<file path="config.mk">
export PLATFORM = sky130hd
export DESIGN_NAME = tug_of_war_ctrl_flat
export DESIGN_NICKNAME = d
export VERILOG_FILES = /design/src/rtl/tow_pkg.sv /design/src/rtl/tug_of_war_ctrl_if.sv /design/src/rtl/key_edge.sv /design/src/rtl/tug_of_war_ctrl.sv /design/src/flat_wrapper.sv
export SDC_FILE = /design/constraint.sdc
export NUM_CORES = 1
export LEC_CHECK = 0
export CAP_MARGIN = 20
export CORE_MARGIN = 5
export CORE_UTILIZATION = 45
export DETAILED_ROUTE_END_ITERATION = 10
export PLACE_DENSITY = 0.7
export SYNTH_ARGS = -nofsm -noshare
export SYNTH_HDL_FRONTEND = slang
export SYNTH_SLANG_ARGS = --single-unit
</file>
<file path="constraint.sdc">
create_clock -name clk -period 4.5 [get_ports clk]
set_clock_uncertainty 0.15 [all_clocks]
set_input_delay 1.125 -clock clk [delete_from_list [all_inputs] [get_ports clk]]
set_output_delay 1.125 -clock clk [all_outputs]
set_load 0.05 [all_outputs]
</file>
<file path="src/rtl/tow_pkg.sv">
// tow_pkg: shared types and constants for the tug-of-war controller.
//   state_t   - controller FSM states
//   score_t   - per-player round-win counter
//   winner_t  - round winner code (WIN_NONE / WIN_L / WIN_R)
//   WIN_SCORE - rounds needed to take the game
//   HOLD_CYCLES - default length of the post-win display hold
package tow_pkg;

  typedef enum logic [1:0] {
    CLEAR = 2'd0,
    PLAY  = 2'd1,
    HOLD  = 2'd2,
    DONE  = 2'd3
  } state_t;

  typedef logic [2:0] score_t;
  typedef logic [1:0] winner_t;

  localparam int     WIN_SCORE   = 7;
  localparam int     HOLD_CYCLES = 8;
  localparam score_t WIN_SCORE_V = score_t'(WIN_SCORE);

  localparam winner_t WIN_NONE = 2'b00;
  localparam winner_t WIN_L    = 2'b01;
  localparam winner_t WIN_R    = 2'b10;

endpackage

</file>
<file path="src/rtl/tug_of_war_ctrl_if.sv">
// tug_of_war_ctrl_if: bundle of player keys, playfield feedback and
// controller outputs.
//   key_l/key_r       - raw player buttons (asynchronous to clk)
//   edge_l/edge_r     - leftmost/rightmost playfield light state
//   press_l/press_r   - one-cycle move pulses to the playfield
//   field_reset       - playfield synchronous reset
//   score_l/score_r   - round wins per player
//   winner            - round winner code
//   game_over         - a player has reached the winning score
// Modports: slave = controller side, master = environment side.
interface tug_of_war_ctrl_if;
  import tow_pkg::*;

  logic    key_l;
  logic    key_r;
  logic    edge_l;
  logic    edge_r;
  logic    press_l;
  logic    press_r;
  logic    field_reset;
  score_t  score_l;
  score_t  score_r;
  winner_t winner;
  logic    game_over;

  modport slave (
    input  key_l, key_r, edge_l, edge_r,
    output press_l, press_r, field_reset, score_l, score_r, winner, game_over
  );

  modport master (
    output key_l, key_r, edge_l, edge_r,
    input  press_l, press_r, field_reset, score_l, score_r, winner, game_over
  );

endinterface

</file>
<file path="src/rtl/key_edge.sv">
// key_edge: two-flop synchronizer followed by a registered rising-edge
// detector for one player button.
//   clk   - rising-edge clock
//   reset - asynchronous active-high reset
//   i_key - raw button, asynchronous to clk
//   o_evt - one-cycle press event; key high at edge k gives o_evt high
//           from edge k+2 to edge k+3
module key_edge (
  input  logic clk,
  input  logic reset,
  input  logic i_key,
  output logic o_evt
);

  logic r_sync1;
  logic r_sync2;
  logic r_prev;
  logic r_evt;

  always_ff @(posedge clk or posedge reset) begin
    if (reset) begin
      r_sync1 <= 1'b0;
      r_sync2 <= 1'b0;
      r_prev  <= 1'b0;
      r_evt   <= 1'b0;
    end else begin
      r_sync1 <= i_key;
      r_sync2 <= r_sync1;
      r_prev  <= r_sync2;
      // Registered so the event is a clean flop output, one cycle wide.
      r_evt   <= r_sync2 & ~r_prev;
    end
  end

  assign o_evt = r_evt;

endmodule

</file>
<file path="src/rtl/tug_of_war_ctrl.sv">
// tug_of_war_ctrl: game controller for a tug-of-war light playfield.
// Debounced-by-sync press events move the light while in PLAY; a press
// that pushes the light off an edge wins the round. After a win the
// result is held for P_HOLD_CYCLES cycles, then the field is cleared,
// until one player reaches WIN_SCORE and the game locks in DONE.
//   clk           - rising-edge clock
//   reset         - asynchronous active-high reset
//   bus (slave)   - keys, edge lights and all controller outputs
//   P_HOLD_CYCLES - length of the post-win hold (overridable)
module tug_of_war_ctrl
  import tow_pkg::*;
#(
  parameter int P_HOLD_CYCLES = HOLD_CYCLES
) (
  input  logic               clk,
  input  logic               reset,
  tug_of_war_ctrl_if.slave   bus
);

  localparam int CW = (P_HOLD_CYCLES > 1) ? $clog2(P_HOLD_CYCLES) : 1;
  localparam logic [CW-1:0] HOLD_LOAD = CW'(P_HOLD_CYCLES - 1);

  logic w_evt_l;
  logic w_evt_r;

  key_edge u_key_l (
    .clk   (clk),
    .reset (reset),
    .i_key (bus.key_l),
    .o_evt (w_evt_l)
  );

  key_edge u_key_r (
    .clk   (clk),
    .reset (reset),
    .i_key (bus.key_r),
    .o_evt (w_evt_r)
  );

  state_t        r_state;
  logic [CW-1:0] r_hold_cnt;
  score_t        r_score_l;
  score_t        r_score_r;
  winner_t       r_winner;

  always_ff @(posedge clk or posedge reset) begin
    if (reset) begin
      r_state    <= CLEAR;
      r_hold_cnt <= '0;
      r_score_l  <= '0;
      r_score_r  <= '0;
      r_winner   <= WIN_NONE;
    end else begin
      case (r_state)
        CLEAR: begin
          r_winner <= WIN_NONE;
          r_state  <= PLAY;
        end
        PLAY: begin
          // A simultaneous press is a non-move, so it can never win.
          if (w_evt_l && !w_evt_r && bus.edge_l) begin
            r_state    <= HOLD;
            r_score_l  <= r_score_l + 3'd1;
            r_winner   <= WIN_L;
            r_hold_cnt <= HOLD_LOAD;
          end else if (w_evt_r && !w_evt_l && bus.edge_r) begin
            r_state    <= HOLD;
            r_score_r  <= r_score_r + 3'd1;
            r_winner   <= WIN_R;
            r_hold_cnt <= HOLD_LOAD;
          end
        end
        HOLD: begin
          if (r_hold_cnt == '0) begin
            if (r_score_l == WIN_SCORE_V || r_score_r == WIN_SCORE_V) begin
              r_state <= DONE;
            end else begin
              // Drop the winner now so it shows for exactly the hold time.
              r_state  <= CLEAR;
              r_winner <= WIN_NONE;
            end
          end else begin
            r_hold_cnt <= r_hold_cnt - CW'(1);
          end
        end
        DONE: begin
          r_state <= DONE;
        end
        default: begin
          r_state <= CLEAR;
        end
      endcase
    end
  end

  // Outputs decode only registered state; events outside PLAY are dropped.
  assign bus.press_l     = (r_state == PLAY) && w_evt_l;
  assign bus.press_r     = (r_state == PLAY) && w_evt_r;
  assign bus.field_reset = (r_state == CLEAR) || (r_state == DONE);
  assign bus.game_over   = (r_state == DONE);
  assign bus.score_l     = r_score_l;
  assign bus.score_r     = r_score_r;
  assign bus.winner      = r_winner;

endmodule

</file>
<file path="src/flat_wrapper.sv">
// flat-port wrapper written by rule: the top's interface ports become plain ports
module tug_of_war_ctrl_flat import tow_pkg::*;
#(
  parameter int P_HOLD_CYCLES = HOLD_CYCLES
)
  (clk, reset, bus_key_l, bus_key_r, bus_edge_l, bus_edge_r, bus_press_l, bus_press_r, bus_field_reset, bus_score_l, bus_score_r, bus_winner, bus_game_over);
  tug_of_war_ctrl_if bus_i ();
  input  logic clk;
  input  logic reset;
  input wire logic [$bits(bus_i.key_l)-1:0] bus_key_l;
  input wire logic [$bits(bus_i.key_r)-1:0] bus_key_r;
  input wire logic [$bits(bus_i.edge_l)-1:0] bus_edge_l;
  input wire logic [$bits(bus_i.edge_r)-1:0] bus_edge_r;
  output wire logic [$bits(bus_i.press_l)-1:0] bus_press_l;
  output wire logic [$bits(bus_i.press_r)-1:0] bus_press_r;
  output wire logic [$bits(bus_i.field_reset)-1:0] bus_field_reset;
  output wire logic [$bits(bus_i.score_l)-1:0] bus_score_l;
  output wire logic [$bits(bus_i.score_r)-1:0] bus_score_r;
  output wire logic [$bits(bus_i.winner)-1:0] bus_winner;
  output wire logic [$bits(bus_i.game_over)-1:0] bus_game_over;
  assign bus_i.key_l = bus_key_l;
  assign bus_i.key_r = bus_key_r;
  assign bus_i.edge_l = bus_edge_l;
  assign bus_i.edge_r = bus_edge_r;
  assign bus_press_l = bus_i.press_l;
  assign bus_press_r = bus_i.press_r;
  assign bus_field_reset = bus_i.field_reset;
  assign bus_score_l = bus_i.score_l;
  assign bus_score_r = bus_i.score_r;
  assign bus_winner = bus_i.winner;
  assign bus_game_over = bus_i.game_over;
  tug_of_war_ctrl #(.P_HOLD_CYCLES(P_HOLD_CYCLES)) u_core (.clk(clk), .reset(reset), .bus(bus_i));
endmodule
</file>
==> results.sh, run 1 <==
export IMPL_end_kind="primary output"
export IMPL_worst_ir_drop_vdd_mv=0.3414
export IMPL_p_leak_nw=0.6443
export IMPL_cts_tree="built"
export IMPL_drc=0
export IMPL_dp_slack_ns=1.328
export IMPL_clock_fmax_mhz=286.0
export IMPL_syn_nets=95
export IMPL_crit_fanout=7
export IMPL_rows=17
export IMPL_slew_viol_final=0
export IMPL_cts_sinks=21
export IMPL_yosysMostFrequentCell="dfrtp_1"
export IMPL_synth_cell_types=28
export IMPL_synth_xor_area_frac=0.01683
export IMPL_ant_nets=0
export IMPL_cap_viol_max_count=0
export IMPL_path_cells="inv_1, ha_1, and2_4, clkdlybuf4s50_1"
export IMPL_diodes=0
export IMPL_vias_per_cell=4.992
export IMPL_final_nets=117
export IMPL_grt_pass1_vias=653
export IMPL_postCtsHoldBufs=0
export IMPL_wl_per_cell_um=12.64
export IMPL_synth_largest_area_cell="dfrtp_1"
export IMPL_synth_top_area_frac=0.5048
export IMPL_synth_simple_gate_area_frac=0.1839
export IMPL_dp_hpwl_um=1244
export IMPL_grt_first_pass_wirelength_um=3056
export IMPL_core_mm2=0.002212
export IMPL_cp_arrival_ns=2.22
export IMPL_stdcell_count=128
export IMPL_grt_use_total=0.1211
export IMPL_syn_inst=79
export IMPL_yosysSeqAreaShare=0.5048
export IMPL_rsz0062_at_grt="false"
export IMPL_grt_max_degree=22
export IMPL_slowest_stage="clkdlybuf4s50_1"
export IMPL_outcome="finished, final reports clean"
export IMPL_postCtsSetupBuffers=0
export IMPL_synth_flop_cell="dfrtp_1"
export IMPL_hold_viol_final=0
export IMPL_synthesis_yosys_warnings=0
export IMPL_synth_async_reset_ratio=1.000
export IMPL_fin_ws_ns=1.004
export IMPL_grt_antenna_before_repair=0
export IMPL_worst_pin_slew_ns=0.7582
export IMPL_synth_adder_area_share=0.1202
export IMPL_period_minus_slack_ns=3.496
export IMPL_ios=18
export IMPL_startpoint_type="register"
export IMPL_critPathMaxStageDelay_ns=0.80
export IMPL_die_x_um=58.10
export IMPL_synth_edff_count=0
export IMPL_drive_above_1_share=0.1900
export IMPL_cp_required_ns=3.22
export IMPL_root_buffer="clkbuf_4"
export IMPL_clkSlewWorstSetupHoldPaths_ns=0.11
export IMPL_synth_top_family_by_area="simple AND/OR/NAND/NOR gates"
export IMPL_hp_class="reg -> reg"
export IMPL_setup_viol=0
export IMPL_cts_resized=0
export IMPL_relSlewSlack=0.4940
export IMPL_vias=639
export IMPL_die_area_mm2=0.003375
export IMPL_area_delta_synth_final_pct=22.36
export IMPL_cts_buffers=3
export IMPL_dp_cells=124
export IMPL_initial_core_util=0.4706
export IMPL_clk_path_buf_depth=2
export IMPL_first_pass_iters=2
export IMPL_port_buffers=17
export IMPL_synthTopCellsByCount="dfrtp_1 (21), ha_1 (10), inv_1 (8), a21oi_1 (4), nor2_1 (4)"
export IMPL_crit_type="reg -> out"
export IMPL_place_congestion=0.7786
export IMPL_worst_skew_pair_late_latency_ns=0.30
export IMPL_avgSynthCellArea_um2=13.18
export IMPL_synthTopCellsByArea="dfrtp_1 (50%), ha_1 (12%), nand3b_4 (5.8%), inv_1 (2.9%), mux2_4 (2.9%)"
export IMPL_grt_ovfl_total=0
export IMPL_drtIter0Drc=18
export IMPL_htreeDepth=1
export IMPL_ys_ff_latch=21
export IMPL_pwr_density_cell_mw_per_mm2=611.0
export IMPL_synth_mux_area_frac=0.06010
export IMPL_wl_um=1618
export IMPL_die_h_um=58.10
export IMPL_finalCoreUtilization=0.5758
export IMPL_fin_crit_sh=0.7770
export IMPL_mappedNetlistArea_mm2=0.001041
export IMPL_setup_tns_ns=0
export IMPL_synth_compound_area_share=0.08534
-- kinds of logic after synthesis --
logic type / count (synthesis)
adder cells (fa/ha/maj): 10
AND/OR/NAND/NOR: 22
flip-flops: 21
multiplexers: 5
XOR/XNOR: 2
buffers and inverters: 8
AO/OA/AOI/OAI: 11
-- critical path, delay by kind of cell (launching register included) --
family	cells	cell delay (ns)
adders and majority gates	1	0.37
buffers and inverters	2	0.92
DFF	1	0.41
and+or+nand+nor	1	0.23
-- power by group --
part	switching [mW]	total, mW	internal (mW)
sequential	0.0360	0.270	0.234
clock	0.0539	0.0871	0.0331
combinational	0.258	0.421	0.164
-- per-layer routing --
layer	GRT usage	vias to the layer above	part of all wire
met5	0	-	0
met4	0.06954	0	0.023
met3	0.05122	5	0.057
met2	0.1855	12	0.49
met1	0.1415	303	0.43
li1	-	319	-
-- through the flow --
stage          total power, mW  area [µm²]  hold slack (ns)
2_1_floorplan           0.5788        1041           0.1812
5_1_grt                 0.8372        1274           0.2339
3_3_place_gp            0.6911        1246           0.1893
6_report                0.7783        1274           0.2148
3_5_place_dp            0.7002        1246           0.1865
4_1_cts                 0.7932        1274           0.2219
-- area by class of cell --
| cell class | count | area [µm²] |
|---|---|---|
| Tap cell | 28 | 35.03 |
| Sequential cell | 21 | 525.5 |
| Timing Repair Buffer | 17 | 170.2 |
| Fill cell | 193 | 938.4 |
| Clock buffer | 3 | 22.52 |
| Multi-Input combinational cell | 50 | 485.5 |
| Clock inverter | 1 | 5.005 |
| Inverter | 8 | 30.03 |
-- layout by cell type, fill, tap and decap left out --
master / n
nand2_1: 2
clkinv_2: 1
and4b_1: 2
a21oi_1: 4
ha_1: 10
nor3_2: 1
nor2_1: 4
nand3_4: 1
clkdlybuf4s50_1: 17
nand4_1: 1
nor2b_1: 3
and2_2: 1
or2_2: 1
nor3_1: 1
a31oi_4: 1
o31ai_1: 1
mux2i_1: 1
xnor2_1: 2
mux2_4: 2
a311oi_1: 1
a31o_2: 1
clkbuf_4: 3
dfrtp_1: 21
nand3b_4: 3
and2_4: 1
o21ai_0: 1
o21a_1: 1
mux2_2: 2
a21bo_2: 1
nand4b_1: 1
inv_1: 8
-- path summary, 6_finish.rpt --
kind | start | to | slack [ns] | cells after the start
worst max-delay path | u_core.r_state[1]$_DFFE_PP0P_ | bus_press_r | 1.00 | 4
worst max register to register | u_core.bus.score_l[0]$_DFFE_PP0P_ | u_core.bus.winner[1]$_DFFE_PP0P_ | 2.68 | 6
min in group asynchronous | reset | u_core.u_key_l.o_evt$_DFF_PP0_ | 1.10 | 2
max in group asynchronous | reset | u_core.r_state[1]$_DFFE_PP0P_ | 2.63 | 2
worst min register to register | u_core.u_key_l.r_sync1$_DFF_PP0_ | u_core.u_key_l.r_sync2$_DFF_PP0_ | 0.21 | 0
worst min-delay path | u_core.u_key_l.r_sync1$_DFF_PP0_ | u_core.u_key_l.r_sync2$_DFF_PP0_ | 0.21 | 0
-- state kept, by name, summed over array words and instances, names as in the netlist --
register,cells
u_core.u_key_l.r_prev,1
u_core.u_key_r.r_sync1,1
u_core.u_key_r.r_sync2,1
u_core.u_key_l.r_sync2,1
u_core.bus.score_r,3
u_core.bus.score_l,3
u_core.bus.winner,2
u_core.u_key_r.o_evt,1
u_core.u_key_r.r_prev,1
u_core.r_state,2
u_core.u_key_l.o_evt,1
u_core.r_hold_cnt,3
u_core.u_key_l.r_sync1,1
Power figures use the tool's default switching activity.
==> inputs of run 2 (changes only) <==
==> constraint.sdc (replaced) <==
create_clock -name clk -period 3.3 [get_ports clk]
set_clock_uncertainty 0.15 [all_clocks]
set_input_delay 0.825 -clock clk [delete_from_list [all_inputs] [get_ports clk]]
set_output_delay 0.825 -clock clk [all_outputs]
set_load 0.05 [all_outputs]
==> run 2 against run 1 <==
First-iteration DRC count shrank 67%. Design area grew 0.39%. Global-route usage shrank 0.74 points. Clock-buffer cell count is the same. Cell count is the same. Wire length shrank 2.4%. Setup slack lost 0.61 ns. Register-to-register slack lost 1.2 ns. Flip-flop and latch count is the same. Largest cell class unchanged.
==> results.sh, run 2 (same netlist as run 1, synthesis figures left out) <==
export IMPL_outcome="finished, final reports clean"
export IMPL_cp_required_ns=2.32
export IMPL_slew_viol_final=0
export IMPL_dp_hpwl_um=1280
export IMPL_die_area_mm2=0.003375
export IMPL_drtIter0Drc=6
export IMPL_core_mm2=0.002212
export IMPL_area_delta_synth_final_pct=22.84
export IMPL_first_pass_iters=4
export IMPL_end_kind="primary output"
export IMPL_p_leak_nw=0.6790
export IMPL_drive_above_1_share=0.1900
export IMPL_final_cell_mix="dfrtp_1 (21), clkdlybuf4s50_1 (15), ha_1 (10), inv_1 (8)"
export IMPL_wl_per_cell_um=12.34
export IMPL_rsz0062_at_grt="false"
export IMPL_crit_fanout=4
export IMPL_crit_type="reg -> out"
export IMPL_worst_pin_slew_ns=0.7659
export IMPL_worst_skew_pair_late_latency_ns=0.30
export IMPL_grt_pass1_vias=645
export IMPL_vias=639
export IMPL_period_minus_slack_ns=2.909
export IMPL_setup_tns_ns=0
export IMPL_ios=18
export IMPL_cap_viol_max_count=0
export IMPL_grt_antenna_before_repair=0
export IMPL_setup_viol=0
export IMPL_finalCoreUtilization=0.5781
export IMPL_wl_um=1579
export IMPL_initial_core_util=0.4706
export IMPL_clkSlewWorstSetupHoldPaths_ns=0.11
export IMPL_grt_max_degree=22
export IMPL_root_buffer="clkbuf_4"
export IMPL_cts_resized=0
export IMPL_drc=0
export IMPL_cts_buffers=3
export IMPL_die_h_um=58.10
export IMPL_die_x_um=58.10
export IMPL_cp_common_cell="inv_1"
export IMPL_layout_commonest_cell="dfrtp_1"
export IMPL_place_congestion=0.7779
export IMPL_clock_fmax_mhz=343.7
export IMPL_pwr_density_cell_mw_per_mm2=828.2
export IMPL_hold_viol_final=0
export IMPL_worst_ir_drop_vdd_mv=0.4464
export IMPL_grt_first_pass_wirelength_um=2918
export IMPL_cp_arrival_ns=1.93
export IMPL_rows=17
export IMPL_path_cells="inv_1, ha_1, inv_1, clkdlybuf4s50_1"
export IMPL_port_buffers=17
export IMPL_cts_sinks=21
export IMPL_vias_per_cell=4.992
export IMPL_cp_num_buf_inv=3
export IMPL_slowest_stage="clkdlybuf4s50_1"
export IMPL_hp_class="reg -> reg"
export IMPL_cts_tree="built"
export IMPL_final_nets=117
export IMPL_diodes=0
export IMPL_grt_ovfl_total=0
export IMPL_critPathMaxStageDelay_ns=0.79
export IMPL_postCtsSetupBuffers=0
export IMPL_hold_ws_ns=0.2159
export IMPL_ant_nets=0
export IMPL_postCtsHoldBufs=0
export IMPL_finalPower_mw=1.059
export IMPL_htreeDepth=1
export IMPL_cp_top_family="buffers and inverters"
export IMPL_grt_use_total=0.1137
export IMPL_fin_crit_sh=0.8816
export IMPL_startpoint_type="register"
export IMPL_clk_path_buf_depth=2
export IMPL_rrSetupSlack_ns=1.47
export IMPL_relSlewSlack=0.4888
run 2: cell types whose count changed in the layout (fill, tap and decap cells not counted):
cell             previous run  this run
clkdlybuf4s50_1            17        15
dlymetal6s2s_1              0         2
run 2: path summary, 6_finish.rpt:
kind,from,endpoint,depth (start not counted)
worst max-delay path,u_core.r_state[0]$_DFFE_PP0P_,bus_field_reset,4
worst min-delay path,u_core.u_key_l.r_sync1$_DFF_PP0_,u_core.u_key_l.r_sync2$_DFF_PP0_,0
worst max register to register,u_core.r_state[1]$_DFFE_PP0P_,u_core.bus.score_r[1]$_DFFE_PP0P_,5
worst min register to register,u_core.u_key_l.r_sync1$_DFF_PP0_,u_core.u_key_l.r_sync2$_DFF_PP0_,0
max in group asynchronous,reset,u_core.r_hold_cnt[1]$_DFFE_PP0P_,2
min in group asynchronous,reset,u_core.u_key_l.o_evt$_DFF_PP0_,2
run 2: final cells by class:
type                       instances  area (µm²)
tap                               28       35.03
multi-input combinational         50       485.5
timing repair buffer              17       175.2
fill                             192       933.4
sequential                        21       525.5
clock inverter                     1       5.005
clock buffer                       3       22.52
inverter                           8       30.03
run 2: routing by layer:
metal | up-vias | global-route usage | wire length [µm]
met2 | 13 | 0.1855 | 784
met1 | 305 | 0.1375 | 690
met4 | 0 | 0.02980 | 17
met5 | - | 0 | 0
met3 | 2 | 0.04900 | 86
li1 | 319 | - | -
run 2: per-stage QoR:
step           instance area [µm²]  cells  worst slack [ns]
6_report                      1279    128            0.3908
5_1_grt                       1279    128            0.2704
4_1_cts                       1274    128           0.04144
3_5_place_dp                  1246    124            0.3915
3_3_place_gp                  1246    124            0.4559
2_1_floorplan                 1041     79             1.176
run 2: power breakdown:
part / switching [mW] / total [mW] / leakage, nW / internal (mW)
registers: 0.0486 / 0.368 / 0.253 / 0.319
logic: 0.350 / 0.574 / 0.409 / 0.224
clock network: 0.0725 / 0.118 / 0.0177 / 0.0452
==> inputs of run 3 (changes only) <==
==> constraint.sdc (replaced) <==
create_clock -name clk -period 3.3 [get_ports clk]
set_clock_uncertainty 0.15 [all_clocks]
set_input_delay 0.99 -clock clk [delete_from_list [all_inputs] [get_ports clk]]
set_output_delay 0.99 -clock clk [all_outputs]
set_load 0.05 [all_outputs]
==> run 3 against run 2 <==
Wire length rose by 3.1%. Global-route usage is 0.13 points higher. Cell count stayed put. Sequential share of layout area increased by 0.37 points. Register-to-register slack is essentially flat. Sequential power is essentially flat. Hold slack better by 0.0062 ns. Die area unchanged. Design area down 0.88%. Flip-flop and latch count unchanged. Clock power hardly changed. Combinational power up 0.7%. Critical path type unchanged. Critical endpoint unchanged. Largest cell class unchanged. Largest power group unchanged.
==> results.sh, run 3 (same netlist as run 1, synthesis figures left out) <==
export IMPL_outcome="finished, final reports clean"
export IMPL_layout_area_seq_um2=525.5
export IMPL_cts_buffers=3
export IMPL_layout_commonest_cell="dfrtp_1"
export IMPL_cts_tree="built"
export IMPL_drc=0
export IMPL_port_buffers=17
export IMPL_path_cells="inv_1, ha_1, inv_1, clkdlybuf4s50_1"
export IMPL_setup_viol=0
export IMPL_clock_fmax_mhz=324.5
export IMPL_diodes=0
export IMPL_die_h_um=58.10
export IMPL_hold_viol_final=0
export IMPL_worst_skew_pair_late_latency_ns=0.29
export IMPL_slowest_stage="clkdlybuf4s50_1"
export IMPL_drtIter0Drc=8
export IMPL_postCtsHoldBufs=0
export IMPL_clkSlewWorstSetupHoldPaths_ns=0.11
export IMPL_wl_per_cell_um=12.72
export IMPL_placed_cell_area_mm2=0.001241
export IMPL_root_buffer="clkbuf_4"
export IMPL_first_pass_iters=4
export IMPL_dp_slack_ns=0.5353
export IMPL_final_nets=117
export IMPL_crit_type="reg -> out"
export IMPL_wl_um=1628
export IMPL_die_x_um=58.10
export IMPL_cts_sinks=21
export IMPL_grt_ovfl_total=0
export IMPL_grt_antenna_before_repair=0
export IMPL_rsz0062_at_grt="false"
export IMPL_worst_ir_drop_vdd_mv=0.4412
export IMPL_cts_resized=0
export IMPL_pwr_density_cell_mw_per_mm2=839.4
export IMPL_postCtsSetupBuffers=0
export IMPL_cap_viol_max_count=0
export IMPL_fin_ws_ns=0.2185
export IMPL_multiInputGateArea_um2=485.5
export IMPL_ant_nets=0
export IMPL_finalCoreUtilization=0.5730
export IMPL_hold_ws_ns=0.2221
export IMPL_grt_max_degree=22
export IMPL_rows=17
export IMPL_cp_num_buf_inv=3
export IMPL_die_area_mm2=0.003375
export IMPL_grt_first_pass_wirelength_um=2973
export IMPL_cp_top_family="buffers and inverters"
export IMPL_period_minus_slack_ns=3.082
export IMPL_fin_crit_sh=0.9338
export IMPL_critPathMaxStageDelay_ns=0.79
export IMPL_cp_arrival_ns=1.94
export IMPL_startpoint_type="register"
export IMPL_place_congestion=0.7219
export IMPL_p_leak_nw=0.6454
export IMPL_dp_hpwl_um=1330
export IMPL_htreeDepth=1
export IMPL_num_fill_cells=196
export IMPL_final_cell_mix="dfrtp_1 (21), clkdlybuf4s50_1 (15), ha_1 (10), inv_1 (8)"
export IMPL_clk_path_buf_depth=2
export IMPL_grt_use_total=0.1151
export IMPL_grt_pass1_vias=642
export IMPL_vias_per_cell=4.836
export IMPL_initial_core_util=0.4706
export IMPL_setup_tns_ns=0
export IMPL_cp_common_cell="inv_1"
export IMPL_cp_required_ns=2.16
export IMPL_hp_class="reg -> reg"
export IMPL_crit_fanout=4
export IMPL_relSlewSlack=0.5033
export IMPL_core_mm2=0.002212
export IMPL_area_delta_synth_final_pct=21.76
export IMPL_final_area_mm2=0.001267
export IMPL_rrSetupSlack_ns=1.47
export IMPL_end_kind="primary output"
export IMPL_vias=619
export IMPL_drive_above_1_share=0.2000
export IMPL_ios=18
export IMPL_slew_viol_final=0
export IMPL_worst_pin_slew_ns=0.7442
[run 3: per-stage QoR]
step	power (mW)	std cells
floorplan	0.7893	79
global placement	0.9427	124
detailed placement	0.9632	124
CTS	1.082	128
global route	1.150	128
finish	1.064	128
[run 3: worst paths after layout]
path / cells after the start / to / startpoint
max: 4 / bus_field_reset / u_core.r_state[0]$_DFFE_PP0P_
min: 0 / u_core.u_key_r.r_sync2$_DFF_PP0_ / u_core.u_key_r.r_sync1$_DFF_PP0_
max reg2reg: 5 / u_core.bus.score_r[1]$_DFFE_PP0P_ / u_core.r_state[1]$_DFFE_PP0P_
min reg2reg: 0 / u_core.u_key_r.r_sync2$_DFF_PP0_ / u_core.u_key_r.r_sync1$_DFF_PP0_
max in group asynchronous: 2 / u_core.r_hold_cnt[0]$_DFFE_PP0P_ / reset
min in group asynchronous: 2 / u_core.r_state[0]$_DFFE_PP0P_ / reset
[run 3: final cells by class]
class / count / area share
multi-input combinational: 50 / 0.3830
inverter: 8 / 0.02369
tap: 28 / 0.02764
clock buffer: 4 / 0.02073
sequential: 21 / 0.4146
timing repair buffer: 17 / 0.1303
[run 3: power by group]
part	internal, mW	switching [mW]
registers	0.319	0.0494
logic	0.223	0.355
clock network	0.0470	0.0707
[run 3: worst reg2reg max path, delay by kind of cell (launching register included)]
family	cells	cell delay, ns
adders and majority gates	1	0.39
buffers and inverters	1	0.12
DFF	1	0.42
muxes	1	0.31
and+or+nand+nor	2	0.33
[run 3: per-layer routing]
layer	track usage	vias to the layer above	routed length, µm
met3	0.03118	2	80
li1	-	318	-
met4	0.04967	0	17
met2	0.1903	13	800
met1	0.1401	286	730
met5	0	-	0
